==> config.mk <==
export PLATFORM = sky130hd
export DESIGN_NAME = tt_um_alexlowl_myttproject
export DESIGN_NICKNAME = d
export VERILOG_FILES = /design/src/rtl/tt_um_alexlowl_myttproject.sv
export SDC_FILE = /design/constraint.sdc
export NUM_CORES = 1
export LEC_CHECK = 0
export CAP_MARGIN = 40
export CORE_MARGIN = 2
export CORE_UTILIZATION = 45
export DETAILED_ROUTE_END_ITERATION = 12
export DONT_BUFFER_PORTS = 1
export PLACE_DENSITY = 0.6
export SLEW_MARGIN = 20
export SYNTH_ARGS = -nofsm -noshare
export SYNTH_HDL_FRONTEND = slang
export SYNTH_SLANG_ARGS = --single-unit
==> constraint.sdc <==
create_clock -name clk -period 7.3 [get_ports clk]
set_input_delay 2.19 -clock clk [delete_from_list [all_inputs] [get_ports clk]]
set_output_delay 2.19 -clock clk [all_outputs]
set_load 0.03 [all_outputs]
==> src/rtl/tt_um_alexlowl_myttproject.sv <==
// Running-light user tile: a one-hot LED pattern on uo_out rotates at one of eight
// prescaled rates, with pause/faster/slower push buttons on ui_in[2:0].
module tt_um_alexlowl_myttproject #(
  parameter int unsigned DIV_EXP = 24
) (
  input  logic       clk,
  input  logic       rst_n,
  input  logic       ena,
  input  logic [7:0] ui_in,
  output logic [7:0] uo_out,
  input  logic [7:0] uio_in,
  output logic [7:0] uio_out,
  output logic [7:0] uio_oe
);

  logic [2:0]         sync1_q, sync2_q, prev_q;
  logic [2:0]         btn_ev;
  logic               running_q, running_d;
  logic [2:0]         level_q, level_d;
  logic [7:0]         pattern_q, pattern_d;
  logic [DIV_EXP-1:0] cnt_q, cnt_d;
  logic [DIV_EXP-1:0] cnt_last;
  logic               unused_inputs;

  assign unused_inputs = &{1'b0, ena, uio_in, ui_in[7:3]};

  // Two-flop synchronizer followed by a previous-value flop for rising-edge detection.
  always_ff @(posedge clk or negedge rst_n) begin
    if (!rst_n) begin
      sync1_q <= 3'b000;
      sync2_q <= 3'b000;
      prev_q  <= 3'b000;
    end else begin
      sync1_q <= ui_in[2:0];
      sync2_q <= sync1_q;
      prev_q  <= sync2_q;
    end
  end

  assign btn_ev = sync2_q & ~prev_q;

  // Terminal count P-1 = 2^(DIV_EXP-level) - 1, i.e. DIV_EXP-level low ones.
  assign cnt_last = {DIV_EXP{1'b1}} >> level_q;

  always_comb begin
    running_d = running_q ^ btn_ev[0];
    level_d   = level_q;
    pattern_d = pattern_q;
    cnt_d     = cnt_q;

    if (btn_ev[1] && !btn_ev[2] && (level_q != 3'd7)) begin
      level_d = level_q + 3'd1;
    end else if (btn_ev[2] && !btn_ev[1] && (level_q != 3'd0)) begin
      level_d = level_q - 3'd1;
    end

    // A speed change restarts the step interval and takes priority over a pending step.
    if (level_d != level_q) begin
      cnt_d = '0;
    end else if (running_q) begin
      if (cnt_q == cnt_last) begin
        cnt_d     = '0;
        pattern_d = {pattern_q[6:0], pattern_q[7]};
      end else begin
        cnt_d = cnt_q + {{(DIV_EXP-1){1'b0}}, 1'b1};
      end
    end
  end

  always_ff @(posedge clk or negedge rst_n) begin
    if (!rst_n) begin
      running_q <= 1'b0;
      level_q   <= 3'd3;
      pattern_q <= 8'b0000_0001;
      cnt_q     <= '0;
    end else begin
      running_q <= running_d;
      level_q   <= level_d;
      pattern_q <= pattern_d;
      cnt_q     <= cnt_d;
    end
  end

  assign uo_out  = pattern_q;
  assign uio_out = {4'b0000, running_q, level_q};
  assign uio_oe  = 8'h0F;

endmodule

# Word-level counts from Yosys, hierarchy flattened
# Index checks and enable logic that the tools add are counted.
# totals
reg_bits,45
inputBits,19
output_inout_bits,24
word_cells,32
# classes
add_sub_neg,3
eq_ne,3
n_shift,1
muxes,5
n_bitwise,4
n_reduce_logical,9
# ops
cell,n
2-to-1 mux 24 bit,3
adder 24 x 1 -> 24 bit (second input constant),1
== test 24 bit,1
>> shifter 24 x 3 -> 24 bit (first input constant),1
2-to-1 mux 3 bit,2
logical AND 1 bit,4
adder 3 x 1 -> 3 bit (second input constant),1
AND 3 bit,1
!= test 3 bit,1
!= test 3 bit (second input constant),1
inverter 3 bit,1
AND reduction 3 bit,1
nonzero test 3 bit,1
subtractor 3 x 1 -> 3 bit (second input constant),1
zero test 1 bit,2
nonzero test 2 bit,1
inverter 1 bit,1
bitwise XOR 1 bit,1

# Logic depth before layout (Yosys ltp)
# Gate-level depths: netlist of the first run.
# depth
depth_word,10
depth_mapped,9
mapped_depth_nobuf,8

# Worst setup path after synthesis of the first run
# No wires, ideal clock.
# synth_path
path_type,register -> output
from,reg running_q
to,out uio_out[3]
arrival_ps,651
required_time_ps,5110
slack_ps,4459
path_stages_with_launch,2
path_buffers,1
cell_sequence,dfrtp_1 -> buf_4
# synth_lines
item,line_no,source
"start, declared",18,"logic running_q, running_d;"
"start signal, assigned",77,running_q <= running_d;
"end, declared",12,"output logic [7:0] uio_out,"
# No word-level cell between the ends.

# Worst setup path in the final report of the first run
# layout_path
from,reg level_q[2]
to,out uio_out[2]
# layout_lines
item,line_no,source
"start, declared",19,"logic [2:0] level_q, level_d;"
"start signal, assigned",78,level_q <= level_d;
# No word-level cell between the ends.

==> summary.md, run 1 <==
| Metric | Value |
|---|---|
| Drt wl/cell | `14.3 µm` |
| Vias per cell | `5.44` |
| GRT Util Overall | `0.160` |
| Mean post-synth cell area | `10.1 µm²` |
| CTS buffer count | `5` |
| Clock-pin slew on the worst setup and hold paths | `0.09 ns` |
| Via Count | `1,676` |
| Endpoints failing hold | `0` |
| Slew of the pin with the lowest slew margin | `0.766 ns` |
| RSZ-0062 raised after global routing | `no` |
| Gr ovfl total | `0` |
| CP endpoint kind | `output port` |
| Main synth FF type | `dfrtp_1` |
| Die width | `77.2 µm` |
| Arrival @ worst endpoint | `1.02 ns` |
| Max-cap violations | `0` |
| Post-CTS sizing | `0` |
| WL final | `4390 µm` |
| Clk buf depth | `2` |
| Dpl hpwl | `3090 µm` |
| Ports | `43` |
| Netlist cell types | `44` |
| IR drop worst, VDD | `0.178 mV` |
| Clock sinks | `45` |
| Outcome | `complete, no violations` |
| Largest net degree at the start of global routing | `46` |
| First-pass GRT wire length | `7600 µm` |
| Syn Std Cell Area | `2410 µm²` |
| Starting DRT DRC Count | `102` |
| Die Area | `5960 µm²` |
| Post-layout min period | `3.21 ns` |
| Rows | `26` |
| Critical path class | `reg2out` |
| Slew headroom | `0.484` |
| CTS tree | `yes` |
| Pwr dens | `254 nW/µm²` |
| Starting Density | `0.469` |
| Final setup TNS | `0 ns` |
| Drc violations | `0` |
| CTS hold repair buffers | `0` |
| Comb pwr share | `0.250` |
| Synth-to-Final Area Change | `5.35%` |
| Net Sw Power | `0.243 mW` |
| Worst hold path type | `reg2reg` |
| Ys async rst share | `1.00` |
| Clock Tree Root | `clkbuf_8` |
| Max Slew Vio Count | `0` |
| Antenna diode count | `0` |
| Final nets | `262` |
| Post-synth top cells | `dfrtp_1, nand2_1, nor3_1` |
| Die H | `77.2 µm` |
| Core area | `5140 µm²` |
| Routability Congestion | `0.810` |
| P_int | `0.402 mW` |
| Yosys top cell by area | `dfrtp_1` |
| Antenna Nets Post-Route | `0` |
| Synth top area cells | `dfrtp_1, xnor2_1, nor3_1` |
| Post-synth top area share | `0.436` |
| Reg power frac | `0.509` |
| Clk_skew | `0.00354 ns` |
| Synthesized instance count | `238` |
| Post-synth EDFFs | `0` |
| Clk_lat worst skew | `0.30 ns` |
| Switching share of power | `0.377` |
| Fraction of layout cells with a size suffix above 1 | `0.126` |
| Period utilization | `0.440` |
| First-pass detailed-route iteration total | `4` |
| Most common cell in the netlist | `dfrtp_1` |
| Ys Warns | `0` |
| Initial antenna violation count | `0` |
| Power share of the clock group | `0.242` |
| Port bufs | `0` |
| H-tree depth | `2` |
| FF+latch count, synth | `45` |
| Inst Count DP | `299` |
| Critical path peak fanout | `11` |
| Setup bufs post-CTS | `0` |
| Vias in the first global route | `1,627` |
| Non-Filler Instances | `308` |
| Startpoint Class | `flop` |
| LEAKAGE | `1.04 nW` |
| Seq/Total Area, Yosys | `0.469` |
| Fmax | `0.312 GHz` |
| Req. time, crit path | `5.11 ns` |
| # setup viols final | `0` |
registers in the layout, summed over array words and instances, names as in the netlist:
register / count
running_q: 1
cnt_q: 24
level_q: 3
uo_out: 8
prev_q: 3
sync1_q: 3
sync2_q: 3
stage by stage:
stage	setup slack, ns	power (mW)	area [µm²]	hold WS, ns	util
6_report	4.09	0.646	2540	0.362	0.494
3_5_place_dp	4.21	0.484	2430	0.339	0.473
3_3_place_gp	4.21	0.478	2420	0.334	0.471
5_1_grt	4.03	0.682	2540	0.373	0.494
4_1_cts	3.88	0.641	2520	0.363	0.491
2_1_floorplan	4.46	0.456	2450	0.331	-
power by group through the flow:
stage	clock (mW)	combinational (mW)	sequential (mW)
floorplan	0	0.137	0.319
global placement	0	0.132	0.347
detailed placement	0	0.137	0.347
CTS	0.161	0.138	0.342
global route	0.171	0.177	0.333
finish	0.156	0.161	0.328
kinds of logic after synthesis:
| group | after synthesis | share of synthesized area |
|---|---|---|
| fa+ha+maj | 6 | 0.0311 |
| other cells | 2 | 0.00311 |
| flops | 45 | 0.469 |
| compound gates | 19 | 0.0576 |
| simple gates | 104 | 0.249 |
| mux | 8 | 0.0374 |
| xor+xnor | 23 | 0.0835 |
| buf+inv | 31 | 0.0701 |
per-layer routing:
layer	global-route usage	vias up	part of all wire
li1	-	818	-
met1	0.220	805	0.49
met2	0.247	47	0.45
met3	0.0471	6	0.047
met4	0.0446	0	0.013
met5	0	-	0
layout make-up:
| class | count | area (µm²) |
|---|---|---|
| Tap cell | 70 | 87.6 |
| Inverter | 10 | 37.5 |
| Fill cell | 494 | 2600 |
| Sequential cell | 45 | 1130 |
| Multi-Input combinational cell | 172 | 1160 |
| Clock inverter | 3 | 22.5 |
| Timing Repair Buffer | 3 | 37.5 |
| Clock buffer | 5 | 68.8 |
worst paths after layout:
check / from / to / slack (ns) / cells after the start
min: sync1_q[2] / sync2_q[2] / 0.36 / 0
min reg2reg: sync1_q[2] / sync2_q[2] / 0.36 / 0
max in group asynchronous: rst_n / uo_out[0] / 5.55 / 0
max: level_q[2] / uio_out[2] / 4.09 / 0
max reg2reg: level_q[1] / uo_out[1] / 4.57 / 6
min in group asynchronous: rst_n / sync1_q[1] / 1.57 / 0
cell usage in the layout (no fill, tap or decap), types with 6 or more instances in the layout:
master   netlist  final
conb_1         2     12
dfrtp_1       42     42
ha_1           6      6
inv_1          9      9
mux2_2         8      8
nand2_1       20     20
nand3_1       12     12
nand4_1        9      9
nor2_1        11     11
nor3_1        20     20
xnor2_1       12     12
xor2_1        11     11
No activity file was read; power rests on OpenSTA's default activity.
==> run 2: changes to the inputs <==
PLACE_DENSITY = 0.62   (was 0.6)
clock period = 2.8 ns   (was 7.3 ns; I/O delays follow)
==> run 2 against run 1 <==
Compared with the run above:
- critical path depth is 9 higher
- first-iteration DRC count is 7.8% lower
- global-route usage up 0.12 points
- combinational power rose to 3.0 times the previous value
- wire length up 0.52%
- count of clock-buffer cells in the layout did not move
- sequential share of layout area shrank 1.2 points
- clock skew grew 0.0067 ns
- total power rose to 2.8 times the previous value
- flip-flop and latch count did not move
- clock power increased to 3.2 times the previous value
- worst hold slack worse by 0.14 ns
- highest routed layer unchanged
==> summary.md, run 2 (synthesis results as in run 1) <==
| Metric | Value |
|---|---|
| Outcome | `complete, no violations` |
| Die Area | `5960 µm²` |
| Most frequent cells in the layout | `dfrtp_1, nor3_1, nand2_1` |
| Vias per cell | `5.32` |
| Final setup TNS | `0 ns` |
| Endpoints failing hold | `0` |
| Initial antenna violation count | `0` |
| Worst hold path type | `in2async` |
| Critical path class | `reg2reg` |
| CTS tree | `yes` |
| Routability Congestion | `0.813` |
| Commonest non-fill, non-tap cell in the layout | `dfrtp_1` |
| Startpoint Class | `flop` |
| H-tree depth | `2` |
| Clk buf depth | `2` |
| Drt wl/cell | `14.0 µm` |
| Slew of the pin with the lowest slew margin | `0.560 ns` |
| Period utilization | `0.884` |
| First-pass GRT wire length | `7740 µm` |
| Vias in the first global route | `1,628` |
| Largest register FFs | `24` |
| CTS hold repair buffers | `0` |
| Pwr dens | `690 nW/µm²` |
| RSZ-0062 raised after global routing | `no` |
| Fraction of layout cells with a size suffix above 1 | `0.154` |
| Clk_lat worst skew | `0.30 ns` |
| Crit path buf inv count | `2` |
| Max Slew Vio Count | `0` |
| Core area | `5140 µm²` |
| Antenna Nets Post-Route | `0` |
| Largest delay share family, worst path | `simple AND/OR/NAND/NOR gates` |
| GRT Util Overall | `0.161` |
| LEAKAGE | `1.10 nW` |
| Post-layout min period | `2.48 ns` |
| Starting DRT DRC Count | `94` |
| Setup bufs post-CTS | `0` |
| CP endpoint kind | `flop` |
| Via Count | `1,682` |
| Clock sinks | `45` |
| Clock Tree Root | `clkbuf_8` |
| Total power | `1.80 mW` |
| First-pass detailed-route iteration total | `4` |
| CTS buffer count | `5` |
| Worst path slowest cell | `dfstp_2` |
| Antenna diode count | `0` |
| Starting Density | `0.469` |
| Drc violations | `0` |
| Post-layout util | `0.507` |
| Arrival @ worst endpoint | `2.67 ns` |
| Req. time, crit path | `3.00 ns` |
| Largest net degree at the start of global routing | `46` |
| Slew headroom | `0.623` |
| Ports | `43` |
| Register name with the most flops | `cnt_q` |
| Final nets | `270` |
| WL final | `4420 µm` |
| Synth-to-Final Area Change | `8.15%` |
| Fmax | `0.404 GHz` |
| Gr ovfl total | `0` |
| Rows | `26` |
| Clk_skew | `0.0102 ns` |
| Port bufs | `0` |
| Dpl hpwl | `3160 µm` |
| Clock-pin slew on the worst setup and hold paths | `0.09 ns` |
| # setup viols final | `0` |
| Max-cap violations | `0` |
| Worst-path cell chain | `ha_1 > inv_1 > ha_1 > xor2_1 > nor2_1 > nand3_1 > nor4_4 > buf_4 > mux2_2` |
| Hold WS | `0.220 ns` |
| Die H | `77.2 µm` |
| CP dominant cell by count | `ha_1` |
| Slowest stage delay, CP | `0.60 ns` |
| Die width | `77.2 µm` |
| Post-CTS sizing | `0` |
| Critical path peak fanout | `8` |
| IR drop worst, VDD | `0.444 mV` |
run 2: cell count changes in the layout (fill, tap and decap cells not counted):
cell,previous run,this run
buf_8,2,0
clkbuf_2,0,1
inv_6,0,2
buf_4,1,10
bufinv_16,0,1
clkinvlp_4,3,0
run 2: area by class of cell:
type	instances	area [µm²]
Sequential cell	45	1130
Inverter	10	37.5
Fill cell	501	2530
Clock inverter	3	47.5
Multi-Input combinational cell	172	1160
Timing Repair Buffer	11	80.1
Clock buffer	5	68.8
Tap cell	70	87.6
run 2: metrics by stage:
stage | cells | area [µm²] | worst slack (ns)
after floorplan | 248 | 2450 | 0.329
after global placement | 307 | 2490 | 0.330
after detailed placement | 307 | 2490 | 0.332
after CTS | 315 | 2600 | 0.305
after global routing | 316 | 2610 | 0.168
final | 316 | 2610 | 0.324
run 2: final timing paths:
check | from | end | slack (ns) | cells past startpoint
max | level_q[1] | uo_out[7] | 0.32 | 9
min | rst_n | uo_out[6] | 0.22 | 0
max reg2reg | level_q[1] | uo_out[7] | 0.32 | 9
min reg2reg | sync1_q[0] | sync2_q[0] | 0.36 | 0
max in group asynchronous | rst_n | level_q[0] | 2.40 | 0
min in group clk | sync1_q[0] | sync2_q[0] | 0.36 | 0
run 2: power breakdown:
group | internal (mW) | total [mW] | switching, mW
clock network | 0.272 | 0.505 | 0.233
logic | 0.183 | 0.483 | 0.300
registers | 0.715 | 0.810 | 0.0954
total | 1.17 | 1.80 | 0.628
run 2: layer usage:
layer,global-route usage,wire (µm)
met3,0.0376,216
met1,0.227,2140
met5,0,0
met2,0.243,1980
met4,0.0589,80
